===== src/rtl/hazard_stall_ctrl.sv =====
// Pipeline interlock controller: load-use stalls, taken-branch flushes,
// data-memory wait-state freezes, memory timeout flag and saturating counters.
module hazard_stall_ctrl #(
  parameter int unsigned LOAD_LAT    = 1,
  parameter int unsigned MEM_TIMEOUT = 64,
  parameter int unsigned CNT_W       = 16
) (
  input  logic             Clk,
  input  logic             Reset,
  input  logic             MemR_EX,
  input  logic [4:0]       EX_rfWeSel,
  input  logic [4:0]       ID_rfReSel1,
  input  logic [4:0]       ID_rfReSel2,
  input  logic             ID_UsesRs,
  input  logic             ID_UsesRt,
  input  logic             Branch_taken_EX,
  input  logic             Mem_busy,
  output logic             PC_Write,
  output logic             IFID_Write,
  output logic             IFID_Flush,
  output logic             IDEX_Write,
  output logic             IDEX_Bubble,
  output logic             EXMEM_Hold,
  output logic             Mem_timeout,
  output logic [CNT_W-1:0] StallCnt,
  output logic [CNT_W-1:0] FlushCnt
);

  localparam int unsigned REM_W = 4;
  localparam int unsigned TO_W  = 8;
  localparam logic [REM_W-1:0] REM_INIT = REM_W'(LOAD_LAT - 1);
  localparam logic [TO_W-1:0]  TO_LIMIT = TO_W'(MEM_TIMEOUT);

  typedef enum logic [1:0] {RUN, LSTALL, FLUSH} state_t;

  state_t            state_q, state_d;
  logic [REM_W-1:0]  rem_q, rem_d;
  logic [TO_W-1:0]   tcnt_q, tcnt_d;
  logic              lu;
  logic              stall_inc;
  logic              flush_inc;

  // Load-use hazard: load in EX writes a register that ID actually reads
  always_comb begin
    lu = MemR_EX && (EX_rfWeSel != 5'd0) &&
         ((ID_UsesRs && (EX_rfWeSel == ID_rfReSel1)) ||
          (ID_UsesRt && (EX_rfWeSel == ID_rfReSel2)));
  end

  // Next-state and Mealy outputs, priority: reset, mem busy, branch, load-use
  always_comb begin
    state_d     = state_q;
    rem_d       = rem_q;
    stall_inc   = 1'b0;
    flush_inc   = 1'b0;
    PC_Write    = 1'b1;
    IFID_Write  = 1'b1;
    IFID_Flush  = 1'b0;
    IDEX_Write  = 1'b1;
    IDEX_Bubble = 1'b0;
    EXMEM_Hold  = 1'b0;

    if (Mem_busy) begin
      PC_Write   = 1'b0;
      IFID_Write = 1'b0;
      IDEX_Write = 1'b0;
      EXMEM_Hold = 1'b1;
    end else begin
      case (state_q)
        RUN: begin
          if (Branch_taken_EX) begin
            IFID_Flush  = 1'b1;
            IDEX_Bubble = 1'b1;
            flush_inc   = 1'b1;
            state_d     = FLUSH;
          end else if (lu) begin
            PC_Write    = 1'b0;
            IFID_Write  = 1'b0;
            IDEX_Bubble = 1'b1;
            stall_inc   = 1'b1;
            if (LOAD_LAT > 1) begin
              state_d = LSTALL;
              rem_d   = REM_INIT;
            end
          end
        end
        LSTALL: begin
          if (Branch_taken_EX) begin
            // consumer is flushed, so the pending stall is dropped
            IFID_Flush  = 1'b1;
            IDEX_Bubble = 1'b1;
            flush_inc   = 1'b1;
            rem_d       = '0;
            state_d     = FLUSH;
          end else begin
            PC_Write    = 1'b0;
            IFID_Write  = 1'b0;
            IDEX_Bubble = 1'b1;
            stall_inc   = 1'b1;
            rem_d       = rem_q - REM_W'(1);
            if (rem_q == REM_W'(1)) state_d = RUN;
          end
        end
        FLUSH: begin
          // EX holds a bubble: branch and load-use inputs are meaningless here
          IDEX_Bubble = 1'b1;
          state_d     = RUN;
        end
        default: state_d = RUN;
      endcase
    end

    if (Reset) begin
      PC_Write    = 1'b0;
      IFID_Write  = 1'b0;
      IFID_Flush  = 1'b1;
      IDEX_Write  = 1'b1;
      IDEX_Bubble = 1'b1;
      EXMEM_Hold  = 1'b0;
    end
  end

  // Consecutive Mem_busy counter, saturating at the timeout limit
  always_comb begin
    tcnt_d = tcnt_q;
    if (!Mem_busy) tcnt_d = '0;
    else if (tcnt_q != TO_LIMIT) tcnt_d = tcnt_q + TO_W'(1);
  end

  // FSM state and remaining stall cycles
  always_ff @(posedge Clk or posedge Reset) begin
    if (Reset) begin
      state_q <= RUN;
      rem_q   <= '0;
    end else begin
      state_q <= state_d;
      rem_q   <= rem_d;
    end
  end

  // Timeout counter and sticky timeout flag
  always_ff @(posedge Clk or posedge Reset) begin
    if (Reset) begin
      tcnt_q      <= '0;
      Mem_timeout <= 1'b0;
    end else begin
      tcnt_q <= tcnt_d;
      if (tcnt_d == TO_LIMIT) Mem_timeout <= 1'b1;
    end
  end

  // Saturating performance counters
  always_ff @(posedge Clk or posedge Reset) begin
    if (Reset) begin
      StallCnt <= '0;
      FlushCnt <= '0;
    end else begin
      if (stall_inc && (StallCnt != '1)) StallCnt <= StallCnt + CNT_W'(1);
      if (flush_inc && (FlushCnt != '1)) FlushCnt <= FlushCnt + CNT_W'(1);
    end
  end

endmodule


===== config.mk =====
export PLATFORM = sky130hd
export DESIGN_NAME = hazard_stall_ctrl
export DESIGN_NICKNAME = d
export VERILOG_FILES = /design/src/rtl/hazard_stall_ctrl.sv
export SDC_FILE = /design/constraint.sdc
export NUM_CORES = 1
export LEC_CHECK = 0
export CORE_MARGIN = 5
export CORE_UTILIZATION = 44
export CTS_BUF_LIST = sky130_fd_sc_hd__clkbuf_16
export DETAILED_ROUTE_END_ITERATION = 8
export GPL_TIMING_DRIVEN = 0
export PLACE_DENSITY = 0.83
export SLEW_MARGIN = 20
export SYNTH_ARGS = -nofsm -noshare
export SYNTH_HDL_FRONTEND = slang
export SYNTH_SLANG_ARGS = --single-unit

===== constraint.sdc =====
create_clock -name Clk -period 2.2 [get_ports Clk]
set_input_delay 0.55 -clock Clk [delete_from_list [all_inputs] [get_ports Clk]]
set_output_delay 0.55 -clock Clk [all_outputs]
set_load 0.005 [all_outputs]

==> impl_metrics.env, run 1 <==
export IMPL_required_ns=1.65
export IMPL_finalInstanceArea_um2=3237
export IMPL_slew_violations=0
export IMPL_crit_arrival_ns=1.84
export IMPL_wl_per_cell_um=14.78
export IMPL_tritoncts="built"
export IMPL_core_area_um2=5107
export IMPL_power_density_nw_per_um2=635.9
export IMPL_power_leakage_nw=1.411
export IMPL_tightestPinTransition_ns=0.5529
export IMPL_finalSetupTns_ns=-0.3278
export IMPL_drv_cap=0
export IMPL_clk_pin_slew_ns=0.06
export IMPL_ys_seq_area_share_pct=45.21
export IMPL_ys_types=42
export IMPL_synth_warnings=0
export IMPL_status="finished, violations left"
export IMPL_finalCriticalPeriod_ns=2.387
export IMPL_power_total_mw=2.058
export IMPL_io_buffers=60
export IMPL_crit_type="input port to output pin"
export IMPL_clkPwrFrac_pct=34.5
export IMPL_critPathBufInv=3
export IMPL_violations="negative setup slack"
export IMPL_die_w_um=82.69
export IMPL_switchingPower_uw=557.8
export IMPL_numCtsBuffers=5
export IMPL_synth_seq_cells=42
export IMPL_max_stage_delay_ns=0.54
export IMPL_syn_inst=227
export IMPL_cp_end_kind="output pin"
export IMPL_relSlewSlack_pct=62.94
export IMPL_drc_errors=0
export IMPL_dp_cells=357
export IMPL_crit_chain="buf_8 -> or4_4 -> o21ai_4 -> nand2b_4 -> o31a_1 -> buf_4 -> buf_6"
export IMPL_rows=26
export IMPL_syn2layout_area_growth_pct=39.24
export IMPL_synth_edf_count=0
export IMPL_rsz0062_at_grt="true"
export IMPL_wl_um=5557
export IMPL_start_util_pct=45.52
export IMPL_p_int_mw=1.500
export IMPL_clock_sinks=42
export IMPL_antenna_left=0
export IMPL_seq_power_share_pct=45.3
export IMPL_place_area_um2=3017
export IMPL_fmax_ghz=0.4189
export IMPL_worst_path_max_fanout=3
export IMPL_grt_max_degree=22
export IMPL_startpoint_type="input port"
export IMPL_io_pins=61
export IMPL_skew_ns=0.004549
export IMPL_clk_path_buf_depth=2
export IMPL_hpwl_um=3905
export IMPL_switching_share_pct=27.10
export IMPL_via_per_inst=5.250
export IMPL_fp_dieH_um=82.69
export IMPL_fin_crit_sh_pct=108.5
export IMPL_grt_first_pass_wirelength_um=9446
export IMPL_drive_above_1_share_pct=21.24
export IMPL_fin_ws_ns=-0.1871
export IMPL_async_reset_ff_share_pct=100.0
export IMPL_grt_overflow=0
export IMPL_synthesis_nets=253
export IMPL_pre_cts_ws_ns=-1.402
export IMPL_finalHoldViolations=0
export IMPL_root_buffer="clkbuf_16"
export IMPL_first_iter_violations=88
export IMPL_drtPass1Iterations=4
export IMPL_diodes=0
export IMPL_place_congestion=0.7847
export IMPL_fillers=397
export IMPL_hp_class="input port to async pin"
export IMPL_cp_top_family="simple AND/OR/NAND/NOR gates"
export IMPL_critPathSlowestCell="or4_4"
export IMPL_fin_cells=376
export IMPL_setup_viol=3
export IMPL_combinationalPowerShare_pct=20.2
export IMPL_synth_area_um2=2325
export IMPL_whs_ns=0.3712
export IMPL_vias=1974
export IMPL_antenna_found_initial=0
export IMPL_grt_usage_pct=18.10
export IMPL_avgSynthCellArea_um2=10.24
export IMPL_cts_htree_levels=2
export IMPL_vdd_drop_max_uv=317.9
export IMPL_utilization_pct=63.38
export IMPL_synth_ff_type="dfrtp_1"
export IMPL_grt_pass1_vias=2039
export IMPL_die_area_um2=6837
export IMPL_clkLatencyLatePin_ns=0.28
export IMPL_nNetsFinal=331
path summary, 6_finish.rpt:
check                                   startpoint                       to  slack [ns]  depth (start not counted)
setup / recovery                     EX_rfWeSel[2]                 PC_Write       -0.19                          7
hold / removal                               Reset   state_q[1]$_DFFE_PP0P_        0.37                          3
setup reg to reg           StallCnt[0]$_DFFE_PP0P_  StallCnt[8]$_DFFE_PP0P_        0.22                          7
hold reg to reg            Mem_timeout$_DFFE_PP0N_  Mem_timeout$_DFFE_PP0N_        0.47                          1
max in group asynchronous                    Reset  StallCnt[3]$_DFFE_PP0P_        1.52                          2
min in group Clk           Mem_timeout$_DFFE_PP0N_  Mem_timeout$_DFFE_PP0N_        0.47                          1
power groups by stage:
| stage | registers [mW] | logic (mW) | clock network [mW] |
|---|---|---|---|
| detailed placement | 0.947 | 0.408 | 0 |
| global placement | 0.943 | 0.395 | 0 |
| global route | 0.947 | 0.464 | 0.748 |
| floorplan | 0.938 | 0.178 | 0 |
| finish | 0.933 | 0.416 | 0.709 |
| CTS | 0.933 | 0.417 | 0.718 |
cell families after synthesis:
family / synth area share [%]
flops: 45.21
simple gates: 25.89
buf+inv: 3.014
xor+xnor: 16.20
fa+ha+maj: 2.153
compound gates: 5.921
mux: 1.614
cells in the final DEF (no fill, tap or decap), types with 4 or more instances in the layout:
master and instances:
dlygate4sd2_1 6, inv_1 9, clkdlybuf4s50_1 36, xor2_1 9, xnor2_1 31, buf_2 11, clkbuf_16 5, clkbuf_2 4
ha_1 4, dfrtp_1 42, nand3_1 16, nand2_2 4, nor2_1 15, nand4_1 17, buf_4 10, a21oi_1 4
and3_1 8, nor3_1 7, nand2_1 13
worst register-to-register path, stage by stage (launching register included):
cell and delay (ns):
dfrtp_1 0.43, ha_1 0.28, and4_1 0.23, and4b_4 0.23, nor3b_4 0.27, buf_4 0.16, nand4_1 0.12, xnor2_1 0.15
Yosys cell counts (2+ instances only):
cell      number  area (um2)
buf_2          2       10.01
xnor2_1       34       297.8
o21ai_0        2       10.01
or4_4          2       22.52
nor2_1        15       56.30
inv_1         10       37.54
nand4_1       17       106.4
and3_1         8       50.05
nor3_2         4       40.04
a21oi_1        4       20.02
nand2_1       15       56.30
or3_1          2       12.51
xor2_1         9       78.83
and2_1         3       18.77
a21boi_0       2       15.01
a21o_1         2       15.01
ha_1           4       50.05
mux2_2         2       22.52
dfrtp_1       42        1051
nand3_1       16       80.08
nand2b_1       2       12.51
nand2_2        2       12.51
nor3b_4        2       37.54
nor3_1         7       35.03
and4_1         2       17.52
state kept, by name, summed over array words and instances, names as in the netlist:
register and cells:
state_q 1, Mem_timeout 1, StallCnt 16, tcnt_q 8, FlushCnt 16
metal layers:
layer	global-route usage (%)	vias up	routed length, um
li1	-	946	-
met1	21.94	953	2382
met2	31.97	68	2713
met3	3.688	7	382
met4	5.882	0	80
met5	0	-	0
final cells by class:
cell class	instances	area [um2]	share of cell area (%)
multi-input combinational	170	1252	38.69
sequential	42	1051	32.47
timing repair buffer	69	608.1	18.79
clock buffer	5	125.1	3.865
tap	70	87.58	2.706
buffer	5	42.54	1.314
inverter	10	41.29	1.276
clock inverter	3	16.27	0.5025
timing repair inverter	2	12.51	0.3865
what timing repair did:
item                       4_1_cts  5_1_grt
cloned                           2        0
hold buffers                     0        0
buffers inserted                 5        4
resized for setup               80       14
setup endpoints to repair       14       11
pin swaps                       18       11
Power figures use the tool's default switching activity.
==> run 2, diff against run 1 <==
--- a/config.mk
+++ b/config.mk
@@ -5,12 +5,13 @@
 export SDC_FILE = /design/constraint.sdc
 export NUM_CORES = 1
 export LEC_CHECK = 0
+export ABC_AREA = 1
 export CORE_MARGIN = 5
-export CORE_UTILIZATION = 44
+export CORE_UTILIZATION = 46
 export CTS_BUF_LIST = sky130_fd_sc_hd__clkbuf_16
 export DETAILED_ROUTE_END_ITERATION = 8
 export GPL_TIMING_DRIVEN = 0
-export PLACE_DENSITY = 0.83
+export PLACE_DENSITY = 0.84
 export SLEW_MARGIN = 20
 export SYNTH_ARGS = -nofsm -noshare
 export SYNTH_HDL_FRONTEND = slang
==> impl_metrics.env, run 2 <==
export IMPL_vdd_drop_max_uv=596.5
export IMPL_synth_top_family_by_area="simple AND/OR/NAND/NOR gates"
export IMPL_first_iter_violations=187
export IMPL_grt_max_degree=23
export IMPL_rows=28
export IMPL_core_area_um2=5851
export IMPL_synth_area_top_cells="dfrtp_1, nand2_1, xor2_1"
export IMPL_power_density_nw_per_um2=618.0
export IMPL_synth_edf_count=0
export IMPL_hpwl_um=4914
export IMPL_drv_cap=0
export IMPL_root_buffer="clkbuf_16"
export IMPL_tritoncts="built"
export IMPL_tightestPinTransition_ns=0.5143
export IMPL_synth_largest_area_cell="dfrtp_1"
export IMPL_power_leakage_nw=1.972
export IMPL_rsz0062_at_grt="true"
export IMPL_drc_errors=0
export IMPL_drtPass1Iterations=4
export IMPL_synthSimpleGateAreaFrac_pct=32.11
export IMPL_synth_fa_ha_area_share_pct=1.835
export IMPL_clk_path_buf_depth=2
export IMPL_crit_arrival_ns=1.64
export IMPL_r2r_cells=9
export IMPL_syn2layout_area_growth_pct=31.79
export IMPL_required_ns=1.65
export IMPL_wl_per_cell_um=12.94
export IMPL_antenna_left=0
export IMPL_clkPwrFrac_pct=31.8
export IMPL_io_buffers=59
export IMPL_clkLatencyLatePin_ns=0.28
export IMPL_reg_top3="FlushCnt (16), StallCnt (16), tcnt_q (8)"
export IMPL_cts_hold_buffers=0
export IMPL_grt_usage_pct=19.06
export IMPL_synth_top_area_share_pct=38.53
export IMPL_synth_ff_type="dfrtp_1"
export IMPL_start_util_pct=46.62
export IMPL_synth_compound_area_share_pct=6.927
export IMPL_slew_violations=0
export IMPL_r2r_end="StallCnt[8]$_DFFE_PP0P_"
export IMPL_setup_viol=0
export IMPL_ys_seq_area_share_pct=38.53
export IMPL_numCtsBuffers=5
export IMPL_synth_seq_cells=42
export IMPL_hp_class="input port to async pin"
export IMPL_grt_pass1_vias=2699
export IMPL_relSlewSlack_pct=65.52
export IMPL_muxShareOfSynthArea_pct=0
export IMPL_clk_pin_slew_ns=0.06
export IMPL_ys_types=28
export IMPL_switching_share_pct=29.82
export IMPL_combinationalPowerShare_pct=24.8
export IMPL_wl_um=6844
export IMPL_diodes=0
export IMPL_drive_above_1_share_pct=13.66
export IMPL_final_cell_mix="nand2_1, inv_1, dfrtp_1, clkdlybuf4s50_1, nand3_1"
export IMPL_fmax_ghz=0.4566
export IMPL_finalCriticalPeriod_ns=2.190
export IMPL_fillers=504
export IMPL_synth_common_cells="nand2_1, inv_1, dfrtp_1"
export IMPL_seq_power_share_pct=43.4
export IMPL_fin_crit_sh_pct=99.55
export IMPL_p_int_mw=1.559
export IMPL_cts_htree_levels=2
export IMPL_finalHoldViolations=0
export IMPL_die_w_um=87.01
export IMPL_synthXorXnorAreaFrac_pct=9.633
export IMPL_grt_overflow=0
export IMPL_via_per_inst=4.938
export IMPL_synth_most_common_cell="nand2_1"
export IMPL_skew_ns=0.004478
export IMPL_status="finished clean"
export IMPL_grt_first_pass_wirelength_um=11670
export IMPL_final_common_cell="nand2_1"
export IMPL_synth_warnings=0
export IMPL_finalSetupTns_ns=0
export IMPL_antenna_found_initial=0
export IMPL_switchingPower_uw=662.5
export IMPL_die_area_um2=7570
export IMPL_reg2reg_from="StallCnt[0]$_DFFE_PP0P_"
export IMPL_worst_path_max_fanout=10
export IMPL_crit_start="Mem_busy"
export IMPL_place_congestion=0.8878
export IMPL_avgSynthCellArea_um2=7.235
export IMPL_startpoint_type="input port"
export IMPL_crit_type="input port to output pin"
export IMPL_cp_end_kind="output pin"
export IMPL_fp_dieH_um=87.01
export IMPL_io_pins=61
export IMPL_syn_inst=377
export IMPL_async_reset_ff_share_pct=100.0
export IMPL_vias=2612
export IMPL_whs_ns=0.4136
export IMPL_utilization_pct=61.44
export IMPL_synth_area_um2=2728
export IMPL_synthesis_nets=403
export IMPL_clock_sinks=42
export IMPL_nNetsFinal=479
export IMPL_rrSetupSlack_ns=0.36
-- run 2: changes by cell type after synthesis, sizes merged, moves of 4 or more --
cell,delta
nand2,+99
o21ai,+5
inv,+58
xor2,+17
nor2,+14
and3,-8
o21bai,+16
nor3,+4
nand4,-11
xnor2,-30
nand3,+15
-- run 2: area by class of cell --
class / instances / area [um2] / area share [%]
inverter: 68 / 262.8 / 7.309
tap: 75 / 93.84 / 2.611
timing repair inverter: 2 / 12.51 / 0.3481
buffer: 4 / 31.28 / 0.8702
timing repair buffer: 69 / 591.8 / 16.46
clock inverter: 3 / 16.27 / 0.4525
sequential: 42 / 1051 / 29.24
clock buffer: 5 / 125.1 / 3.481
multi-input combinational: 261 / 1410 / 39.23
-- run 2: how the worst max path moves through the flow --
stage | end | slack, ns | cells after the start
3_3_place_gp | PC_Write | -1.25 | 6
6_report | EXMEM_Hold | 0.01 | 4
5_1_grt | FlushCnt[6]$_DFFE_PP0P_ | -0.07 | 12
2_1_floorplan | PC_Write | 0.03 | 4
3_5_place_dp | PC_Write | -1.31 | 6
4_1_cts | PC_Write | 0.0006 | 11
-- run 2: metal layers --
metal	vias to the layer above	GRT usage, %	wire, um
met2	49	35.27	3606
met3	16	3.311	208
li1	1320	-	-
met5	-	0	0
met4	0	5.949	121
met1	1227	22.12	2908
-- run 2: repair_timing --
| action | in CTS | in global routing |
|---|---|---|
| setup endpoints to repair | 6 | 14 |
| cloned | 2 | 0 |
| buffers inserted | 8 | 2 |
| pin swaps | 15 | 15 |
| resized for setup | 45 | 27 |
-- run 2: critical path, stage by stage --
cell and delay, ns:
buf_2 0.23, clkinvlp_4 0.20, nor2_4 0.14, clkdlybuf4s50_1 0.52
-- run 2: kinds of logic after synthesis --
logic type	Yosys count
AND/OR/NAND/NOR	200
AO/OA/AOI/OAI	27
adder cells (fa/ha/maj)	4
XOR/XNOR	30
buffers and inverters	74
flip-flops	42
-- run 2: power by group through the flow --
| stage | registers [mW] | clock network, mW | logic [mW] |
|---|---|---|---|
| 2_1_floorplan | 0.960 | 0 | 0.260 |
| 5_1_grt | 0.980 | 0.756 | 0.614 |
| 6_report | 0.964 | 0.707 | 0.550 |
| 3_5_place_dp | 0.974 | 0 | 0.536 |
| 3_3_place_gp | 0.967 | 0 | 0.521 |
| 4_1_cts | 0.961 | 0.725 | 0.551 |
-- run 2: metrics by stage --
stage	instance area [um2]	total power [mW]	setup WS, ns	std cells
after floorplan	2731	1.221	0.03365	377
after global placement	3416	1.488	-1.254	511
after detailed placement	3416	1.510	-1.307	511
after CTS	3625	2.237	0.0006448	528
after global routing	3595	2.350	-0.06838	529
final	3595	2.221	0.009826	529
